$ cat config.mk
export PLATFORM = sky130hd
export DESIGN_NAME = k_counter_filter
export DESIGN_NICKNAME = d
export VERILOG_FILES = /design/src/rtl/k_counter_filter.sv
export SDC_FILE = /design/constraint.sdc
export NUM_CORES = 1
export LEC_CHECK = 0
export BUFFER_PORTS_ARGS = -buffer_cell sky130_fd_sc_hd__buf_2
export CELL_PAD_IN_SITES_DETAIL_PLACEMENT = 2
export CELL_PAD_IN_SITES_GLOBAL_PLACEMENT = 2
export CORE_ASPECT_RATIO = 0.6
export CORE_UTILIZATION = 38
export CTS_BUF_LIST = sky130_fd_sc_hd__clkbuf_2
export CTS_CLUSTER_DIAMETER = 60
export DETAILED_ROUTE_END_ITERATION = 7
export HOLD_SLACK_MARGIN = 0.06
export PLACE_DENSITY = 0.95
export SLEW_MARGIN = 20
export SYNTH_ARGS = -nofsm -noshare
export SYNTH_HDL_FRONTEND = slang
export SYNTH_SLANG_ARGS = --single-unit
$ cat constraint.sdc
create_clock -name clk -period 4.8 [get_ports clk]
set_input_delay 0.48 -clock clk [delete_from_list [all_inputs] [get_ports clk]]
set_output_delay 0.48 -clock clk [all_outputs]
set_load 0.02 [all_outputs]
$ cat src/rtl/k_counter_filter.sv
// Random-walk K-counter loop filter for the all-digital PLL: turns dn_up sense
// into spaced, mutually exclusive one-cycle inc/dec requests for the DCO.
module k_counter_filter #(
  parameter int unsigned K_MAX   = 8,
  parameter int unsigned MIN_GAP = 2
) (
  input  logic             clk,
  input  logic             reset,
  input  logic             en,
  input  logic             dn_up,
  input  logic [3:0]       k_sel,
  output logic             inc,
  output logic             dec,
  output logic             ovf,
  output logic [K_MAX-1:0] up_cnt,
  output logic [K_MAX-1:0] dn_cnt
);

  localparam int unsigned   GW       = (MIN_GAP > 1) ? $clog2(MIN_GAP) : 1;
  localparam logic [GW-1:0] GAP_LOAD = GW'(MIN_GAP - 1);
  localparam logic [3:0]    K_MAX4   = 4'(K_MAX);

  logic [3:0]       k_q, k_d, k_clamp;
  logic [K_MAX-1:0] up_q, up_d, dn_q, dn_d, mask;
  logic [GW-1:0]    gap_q, gap_d;
  logic             inc_q, inc_d, dec_q, dec_d, ovf_q, ovf_d;
  logic             pinc_q, pinc_d, pdec_q, pdec_d;
  logic             carry, borrow;

  always_comb begin
    k_clamp = k_sel;
    if (k_sel == 4'd0) begin
      k_clamp = 4'd1;
    end else if (k_sel > K_MAX4) begin
      k_clamp = K_MAX4;
    end
  end

  assign mask = ~({K_MAX{1'b1}} << k_q);

  always_comb begin
    k_d    = k_q;
    up_d   = up_q;
    dn_d   = dn_q;
    carry  = 1'b0;
    borrow = 1'b0;
    if (!en) begin
      k_d = k_clamp;
      if (k_clamp != k_q) begin
        up_d = '0;
        dn_d = '0;
      end
    end else if (!dn_up) begin
      carry = (up_q == mask);
      up_d  = carry ? '0 : up_q + K_MAX'(1);
    end else begin
      borrow = (dn_q == mask);
      dn_d   = borrow ? '0 : dn_q + K_MAX'(1);
    end
  end

  always_comb begin
    inc_d  = 1'b0;
    dec_d  = 1'b0;
    pinc_d = pinc_q;
    pdec_d = pdec_q;
    ovf_d  = ovf_q;
    gap_d  = (gap_q != '0) ? gap_q - GW'(1) : gap_q;
    // An opposite-direction event annihilates a pending pulse, even when the gap is free.
    if (borrow && pinc_q) begin
      pinc_d = 1'b0;
    end else if (carry && pdec_q) begin
      pdec_d = 1'b0;
    end else if (gap_q == '0) begin
      if (pinc_q) begin
        inc_d  = 1'b1;
        gap_d  = GAP_LOAD;
        pinc_d = carry;
      end else if (pdec_q) begin
        dec_d  = 1'b1;
        gap_d  = GAP_LOAD;
        pdec_d = borrow;
      end else if (carry) begin
        inc_d = 1'b1;
        gap_d = GAP_LOAD;
      end else if (borrow) begin
        dec_d = 1'b1;
        gap_d = GAP_LOAD;
      end
    end else begin
      if (carry) begin
        if (pinc_q) ovf_d = 1'b1;
        else        pinc_d = 1'b1;
      end
      if (borrow) begin
        if (pdec_q) ovf_d = 1'b1;
        else        pdec_d = 1'b1;
      end
    end
  end

  always_ff @(posedge clk or posedge reset) begin
    if (reset) begin
      k_q    <= K_MAX4;
      up_q   <= '0;
      dn_q   <= '0;
      gap_q  <= '0;
      inc_q  <= 1'b0;
      dec_q  <= 1'b0;
      ovf_q  <= 1'b0;
      pinc_q <= 1'b0;
      pdec_q <= 1'b0;
    end else begin
      k_q    <= k_d;
      up_q   <= up_d;
      dn_q   <= dn_d;
      gap_q  <= gap_d;
      inc_q  <= inc_d;
      dec_q  <= dec_d;
      ovf_q  <= ovf_d;
      pinc_q <= pinc_d;
      pdec_q <= pdec_d;
    end
  end

  assign inc    = inc_q;
  assign dec    = dec_q;
  assign ovf    = ovf_q;
  assign up_cnt = up_q;
  assign dn_cnt = dn_q;

endmodule

==> impl_metrics.toml, run 1 <==
[finish]
layout-drive-gt1-share_pct = 19.5
final.fill_count = 498
diodes = 0
stdcell_count = 275
ff_latch_area_um2 = 652
fin_util_pct = 45.6
final_cell_mix = "buf_2 (26), dfrtp_1 (25), nand2_1 (14), nor2_1 (14)"
fin_nets = 226
final_common_cell = "buf_2"
area_delta_synth_final_pct = 11.0
multiInputGateArea_um2 = 1020

[power]
pwr-share-comb_pct = 21.9
powerDensity_nw_per_um2 = 274
seqPwrFrac_pct = 50.8
p_switching_uw = 185
p_int_uw = 350
power_leakage_nw = 0.888
total_power_uw = 535
vdd_drop_max_uv = 116
swShare_pct = 34.6
clockPowerShare_pct = 27.3

[yosys]
synth_xor_area_share_pct = 2.99
async_reset_ff_share_pct = 100
synth_warnings = 0
synth_area_um2 = 1760
synth_edf_count = 0
ys_ff_latch = 26
syn_area_per_cell_um2 = 8.92
synth_cells = 197
synth_compound_area_share_pct = 25.9
synth-simple-area-share_pct = 26.5
muxShareOfSynthArea_pct = 1.28
synthAdderAreaFrac_pct = 1.42
syn_nets = 207
synth_top_family_by_area = "simple AND/OR/NAND/NOR gates"
synth-seq-area-share_pct = 37.1
ys.flop_type = "dfrtp_1"
ys_types = 59

[detailed_routing]
routedWlPerCell_um = 20.6
vias = 1661
drt_pass1_iterations = 4
drtIter0Drc = 108
routed_wl_um = 5660
drtAntennaViolNets = 0
drc = 0
vias_per_cell = 6.04

[die]
ios = 27
die-area_um2 = 4910
initial_core_util_pct = 41.1
core_um2 = 4280
fp.dieW_um = 89.8
num_rows = 18
die_h_um = 54.7

[place]
dp.cells = 271
dp_hpwl_um = 4050
portBuffers = 26
pre_cts_slack_ns = 1.73
gp_congestion = 0.736

[flow_run]
max_cap_viol_count = 0

[status]
status = "completed"

[clock_tree]
cts_setup_buffers = 0
cts-root-buf = "clkbuf_2"
h-tree-depth = 1
cts_buffers = 3
clk_pin_slew_ns = 0.28
cts_resized = 0
numClockSinks = 26
cts_tree = "done"
clock_latency_ns = 0.40
holdBufCountCts = 0
clock_path_buffers = 2

[global_routing]
grt_max_degree = 27
grt_antenna_before_repair = 0
gr-total-overflow = 0
grt_pass1_wl_um = 9260
grt_pass1_vias = 1703
grt_usage_pct = 24.7

[timing]
fin_crit_ns = 3.07
setup_slack_ns = 1.73
tightest_slew_ns = 0.986
fin_setup_tns_ns = 0
period_share_pct = 63.9
rsz0062_at_grt = "no"
fmax_mhz = 326
skew_ns = 0.0278
setup_viol = 0
hold_viol = 0
slew_headroom_pct = 34.2
drv_slew = 0

[worst_setup_path]
cp_data_required_time_ns = 5.15
crit_path_end_kind = "flip-flop"
cp-start-kind = "flip-flop"
criticalPathCategory = "flip-flop to flip-flop"
cp.arrival_ns = 3.42
critPathMaxFanout = 22

[worst_hold_path]
hold_class = "input port to asynchronous set/reset pin"
[sequential cells by signal (all words and copies together), names as in the netlist]
signal	flops
pdec_q	1
gap_q	1
pinc_q	1
inc	1
k_q	4
dn_cnt	8
ovf	1
up_cnt	8
dec	1
[logic make-up after synthesis]
kind of cell,after synthesis
fa+ha+maj,2
flops,26
xor+xnor,6
mux,2
simple gates,80
buf+inv,19
compound gates,62
[through the flow]
stage | instance area (um2) | hold WS [ns]
after floorplan | 1760 | 0.519
after global placement | 1910 | 0.458
after detailed placement | 1910 | 0.457
after CTS | 1950 | 0.314
after global routing | 1950 | 0.102
final | 1950 | 0.0831
[routing by layer]
metal	GRT usage (%)	up-vias	wire length, um
met2	40.1	35	2610
met3	3.33	6	194
met4	6.28	0	57
li1	-	777	-
met5	0	-	0
met1	35.2	843	2800
[cells in the mapped netlist (all sizes together), types with 3 or more instances]
cell	number	area [um2]
dfrtp	25	626
nand2	14	52.6
nor2	14	52.6
o21ai	13	65.1
a21oi	10	50.1
buf	10	50.1
nand3	10	50.1
nand2b	8	50.1
inv	7	26.3
a31oi	6	37.5
a21o	5	37.5
xor2	5	43.8
and3	4	25.0
nor3	4	20.0
nor4	4	40.0
a2111oi	3	32.5
nand4b	3	32.5
nor4b	3	26.3
o21bai	3	22.5
or3	3	18.8
[cell type report]
class                   count  area share [%]
multi-input cells         152            52.4
flip-flops and latches     26            33.4
repair buffers             26            6.67
well taps                  60            3.85
clock inverters             1            1.54
inverters                   7            1.35
clock buffers               3           0.770
[critical path: stages, from the launching register on]
cell and delay [ns]:
dfrtp_1 0.71, or2_1 0.40, a2111oi_0 0.61, a221oi_2 0.09, a21oi_1 0.79, o21ai_0 0.21
a31oi_1 0.22
[worst paths after layout]
path	end	slack (ns)	depth (start not counted)	startpoint
setup / recovery	up_cnt[7]	1.73	6	k_q[2]
setup reg to reg	up_cnt[7]	1.73	6	k_q[2]
hold / removal	up_cnt[3]	0.08	2	reset
hold reg to reg	ovf	0.51	1	ovf
min in group clk	k_q[1]	0.34	2	k_sel[3]
max in group asynchronous	k_q[3]	4.30	2	reset
[power by group through the flow]
| stage | Sequential, mW | Combinational, mW | Clock (mW) |
|---|---|---|---|
| after floorplan | 0.264 | 0.0837 | 0 |
| after global placement | 0.271 | 0.109 | 0 |
| after detailed placement | 0.275 | 0.117 | 0 |
| after CTS | 0.271 | 0.118 | 0.150 |
| after global routing | 0.276 | 0.128 | 0.157 |
| final | 0.272 | 0.117 | 0.146 |
No activity file was read; power rests on OpenSTA's default activity.
==> inputs of run 2 (changes only) <==
Settings changed: ABC_AREA set to 1, CORE_UTILIZATION 38 to 33, PLACE_DENSITY 0.95 to 0.92.
Clock period 4.8 ns to 2.89 ns, I/O delays scaled along.
==> impl_metrics.toml, run 2 <==
[yosys]
synth_top_area_share_pct = 33.0
synth_top_area_cell = "dfrtp_1"
synth-seq-area-share_pct = 34.3
ys_types = 34
synth_commonest_cells = "nand2_1 (78), nand3_1 (48), inv_1 (30)"
synth_warnings = 0
syn_area_per_cell_um2 = 7.27
ys_ff_latch = 26
syn_nets = 271
synth_cells = 261
synth_edf_count = 0
async_reset_ff_share_pct = 100
yosysMostFrequentCell = "nand2_1"
ys.flop_type = "dfrtp_1"
synth_area_um2 = 1900
synthTopCellsByArea = "dfrtp_1 (33%), nand2_1 (15%), nand3_1 (13%)"

[detailed_routing]
vias = 1823
routedWlPerCell_um = 17.2
routed_wl_um = 6210
drtAntennaViolNets = 0
drtIter0Drc = 43
drt_pass1_iterations = 4
vias_per_cell = 5.04
drc = 0

[clock_tree]
clock_path_buffers = 2
cts_resized = 0
clk_pin_slew_ns = 0.29
cts_buffers = 3
clock_latency_ns = 0.40
numClockSinks = 26
cts-root-buf = "clkbuf_2"
h-tree-depth = 1
cts_tree = "done"

[worst_setup_path]
criticalPathCategory = "flip-flop to flip-flop"
r2r_end = "dn_cnt[2]"
r2r_slack_ns = 0.86
cp-start-kind = "flip-flop"
crit_path_end_kind = "flip-flop"
cp.arrival_ns = 2.38
cp_data_required_time_ns = 3.24
reg2reg_depth = 6
r2r-start = "k_q[3]"
critPathMaxFanout = 16

[timing]
setup_slack_ns = 0.861
fin_setup_tns_ns = 0
slew_headroom_pct = 32.7
tightest_slew_ns = 1.00
period_share_pct = 70.2
fin_crit_ns = 2.03
fmax_mhz = 493
skew_ns = 0.0224
hold_viol = 0
rsz0062_at_grt = "no"
drv_slew = 0
hold_slack_ns = 0.167
setup_viol = 0

[global_routing]
grt_pass1_vias = 1860
gr-total-overflow = 0
grt_pass1_wl_um = 10000
grt_antenna_before_repair = 0
grt_max_degree = 27
grt_usage_pct = 22.2

[power]
powerDensity_nw_per_um2 = 457
vdd_drop_max_uv = 182
power_leakage_nw = 1.15

[finish]
layout-drive-gt1-share_pct = 20.4
diodes = 0
fin_nets = 296
final_cell_mix = "nand2_1 (78), nand3_1 (48), inv_1 (29)"
final_common_cell = "nand2_1"
area_delta_synth_final_pct = 11.2

[die]
core_um2 = 5310
die_h_um = 60.7
num_rows = 20
fp.dieW_um = 99.9
ios = 27
initial_core_util_pct = 35.8
die-area_um2 = 6070

[flow_run]
max_cap_viol_count = 0

[worst_hold_path]
hold_end = "k_q[1]"
hold_class = "input port to flip-flop"
hold_depth = 3
hp-start = "k_sel[1]"

[status]
status = "completed"

[place]
pre_cts_slack_ns = 0.924
dp_hpwl_um = 4850
portBuffers = 26
gp_congestion = 0.827
[run 2: repair_timing]
item	4_1_cts	5_1_grt
endpoints found under the hold margin	0	25
setup buffers	0	0
hold buffers	0	1
[run 2: how the worst max path moves through the flow]
stage / slack (ns) / endpoint / depth (start not counted) / start
2_1_floorplan: 1.25 / ovf / 13 / k_q[3]
3_3_place_gp: 1.02 / dn_cnt[7] / 8 / k_sel[3]
3_5_place_dp: 0.92 / dn_cnt[2] / 6 / k_q[3]
4_1_cts: 0.84 / dn_cnt[2] / 6 / k_q[3]
5_1_grt: 0.69 / up_cnt[2] / 6 / k_q[3]
6_report: 0.86 / dn_cnt[2] / 6 / k_q[3]
[run 2: per-stage QoR]
stage          util [%]  cells  total power, mW  area (um2)
2_1_floorplan         -    261            0.645        1900
3_3_place_gp       38.8    357            0.701        2060
3_5_place_dp       38.8    357            0.719        2060
4_1_cts            39.6    361            0.977        2100
5_1_grt            39.8    362             1.02        2110
6_report           39.8    362            0.964        2110
[run 2: cell families (layout without fill, tap and decap cells)]
| family | count (synthesis) | after routing | share of synthesized area, % |
|---|---|---|---|
| DFF | 26 | 26 | 34.3 |
| AOI/OAI and AO/OA | 16 | 16 | 6.00 |
| adders and majority gates | 2 | 2 | 1.32 |
| and+or+nand+nor | 167 | 167 | 43.7 |
| buffers and inverters | 41 | 65 | 10.5 |
| xor gates and xnor gates | 9 | 9 | 4.15 |
[run 2: per-layer routing]
metal / up-vias / part of all wire, % / track usage (%)
met4: 0 / 0.50 / 3.15
met2: 29 / 44 / 36.4
met5: - / 0 / 0
met1: 915 / 53 / 31.8
met3: 2 / 2.5 / 3.69
li1: 877 / - / -
[run 2: where the power goes]
part	total, mW	internal, mW	switching [mW]
Combinational	0.282	0.0863	0.196
Sequential	0.434	0.391	0.0425
Clock	0.248	0.119	0.129
[run 2: layout make-up]
type	instances	area, um2
inverter	34	130
clock inverter	1	30.0
multi-input combinational	194	1050
clock buffer	3	15.0
timing repair buffer	27	140
sequential	26	652
tap	77	96.3
fill	667	3190
[run 2: critical path, stage by stage (launching register included)]
cell and delay, ns:
dfstp_2 0.71, inv_4 0.11, nand2_1 0.11, nand3_1 0.14
o31ai_4 0.67, nand3_1 0.16, nand2_1 0.10
==> inputs of run 3 (changes only) <==
Clock period 2.89 ns to 2 ns, I/O delays scaled along.
==> impl_metrics.toml, run 3 (synthesized netlist as in run 2, its figures left out) <==
[finish]
fin_nets = 309
multiInputGateArea_um2 = 1050
diodes = 0
final_cell_area_um2 = 2220
stdcell_count = 375
layout-drive-gt1-share_pct = 24.5
final_common_cell = "nand2_1"
ff_latch_area_um2 = 656
area_delta_synth_final_pct = 17.2
fin_util_pct = 41.9
final.fill_count = 645
final_cell_mix = "nand2_1 (77), nand3_1 (48), inv_1 (30)"

[worst_setup_path]
slowest_stage = "dfstp_2"
critPathMaxFanout = 9
cp_data_required_time_ns = 2.35
cp-start-kind = "flip-flop"
criticalPathCategory = "flip-flop to flip-flop"
cp_slowest_stage_delay_ns = 0.71
cp.arrival_ns = 2.33
crit_path_end_kind = "flip-flop"
path_cells = "nor2_4, buf_4, nand2_1, nand2_1, nor2_2, nand2_2, nor2_8, nand4_1, buf_4, nand3_1, nor2_1"

[detailed_routing]
drtAntennaViolNets = 0
vias_per_cell = 5.29
vias = 1982
routed_wl_um = 7310
routedWlPerCell_um = 19.5
drc = 0
drtIter0Drc = 147
drt_pass1_iterations = 4

[power]
powerDensity_nw_per_um2 = 654
vdd_drop_max_uv = 239
power_leakage_nw = 1.21

[clock_tree]
cts-root-buf = "clkbuf_2"
h-tree-depth = 1
clock_latency_ns = 0.41
numClockSinks = 26
cts_buffers = 3
clock_path_buffers = 2
clk_pin_slew_ns = 0.30
cts_tree = "done"

[timing]
hold_slack_ns = 0.134
drv_slew = 0
skew_ns = 0.0435
setup_viol = 0
fmax_mhz = 505
period_share_pct = 99.1
tightest_slew_ns = 0.584
fin_crit_ns = 1.98
hold_viol = 0
slew_headroom_pct = 60.9

[die]
die-area_um2 = 6070
core_um2 = 5310
die_h_um = 60.7
num_rows = 20
initial_core_util_pct = 35.8
ios = 27
fp.dieW_um = 99.9

[global_routing]
busiest_layer = "met2"
use_met2_pct = 39.4
grt_usage_pct = 23.1
grt_max_degree = 27
grt_util_met1_pct = 31.7
use_met3_pct = 3.57
grt_pass1_wl_um = 10400
gr-total-overflow = 0
grt_pass1_vias = 1996
grt_antenna_before_repair = 0

[place]
dp.cells = 360
gp_congestion = 0.836
dp_hpwl_um = 4860
place_area_um2 = 2080
portBuffers = 26

[flow_run]
max_cap_viol_count = 0

[status]
status = "completed"

[worst_hold_path]
hold_class = "input port to flip-flop"
==> run 3: changes by cell type in the layout (fill, tap and decap cells not counted), sizes merged <==
| cell | change |
|---|---|
| inv | +1 |
| dlygate4sd3 | +2 |
| buf | +11 |
| clkinv | -1 |
==> run 3: worst paths after layout <==
path                       startpoint     end  slack, ns  depth (start not counted)
setup / recovery               k_q[3]     dec       0.02                         11
hold / removal                     en  k_q[0]       0.13                          3
setup reg to reg               k_q[3]     dec       0.02                         11
hold reg to reg                   ovf     ovf       0.53                          2
max in group asynchronous       reset  k_q[3]       1.30                          4
min in group asynchronous       reset  pinc_q       0.34                          4
==> run 3: repair_timing <==
item	CTS	global route
hold buffers	3	0
gates resized for setup	0	6
buffers inserted	0	8
hold endpoints to repair	26	0
setup endpoints to repair	0	15
==> run 3: worst max-delay path: cells and delay by family, from the launching register on <==
kind / cells / cell delay [ns]
simple gates: 9 / 0.92
buf+inv: 2 / 0.33
flops: 1 / 0.71
==> run 3: cell type report <==
| class | count | share of cell area, % |
|---|---|---|
| multi-input combinational | 194 | 47.4 |
| tap | 77 | 4.33 |
| inverter | 34 | 5.85 |
| clock inverter | 1 | 1.35 |
| sequential | 26 | 29.5 |
| clock buffer | 3 | 0.675 |
| timing repair buffer | 40 | 10.9 |
==> run 3: where the power goes <==
group | internal, mW | total, mW | switching [mW]
combinational | 0.152 | 0.474 | 0.322
sequential | 0.567 | 0.630 | 0.0632
clock | 0.172 | 0.352 | 0.180
==> run 3: metal layers <==
| metal | vias to the layer above | part of all wire [%] |
|---|---|---|
| li1 | 908 | - |
| met1 | 986 | 44 |
| met2 | 71 | 48 |
| met3 | 17 | 5.8 |
| met4 | 0 | 2.4 |
| met5 | - | 0 |
==> run 3: metrics by stage <==
stage | power, mW | worst slack (ns) | TNS [ns]
6_report | 1.46 | 0.0188 | 0
5_1_grt | 1.54 | -0.122 | -0.318
3_5_place_dp | 1.05 | 0.0825 | 0
2_1_floorplan | 0.932 | 0.358 | 0
3_3_place_gp | 1.02 | 0.212 | 0
4_1_cts | 1.41 | 0.0402 | 0
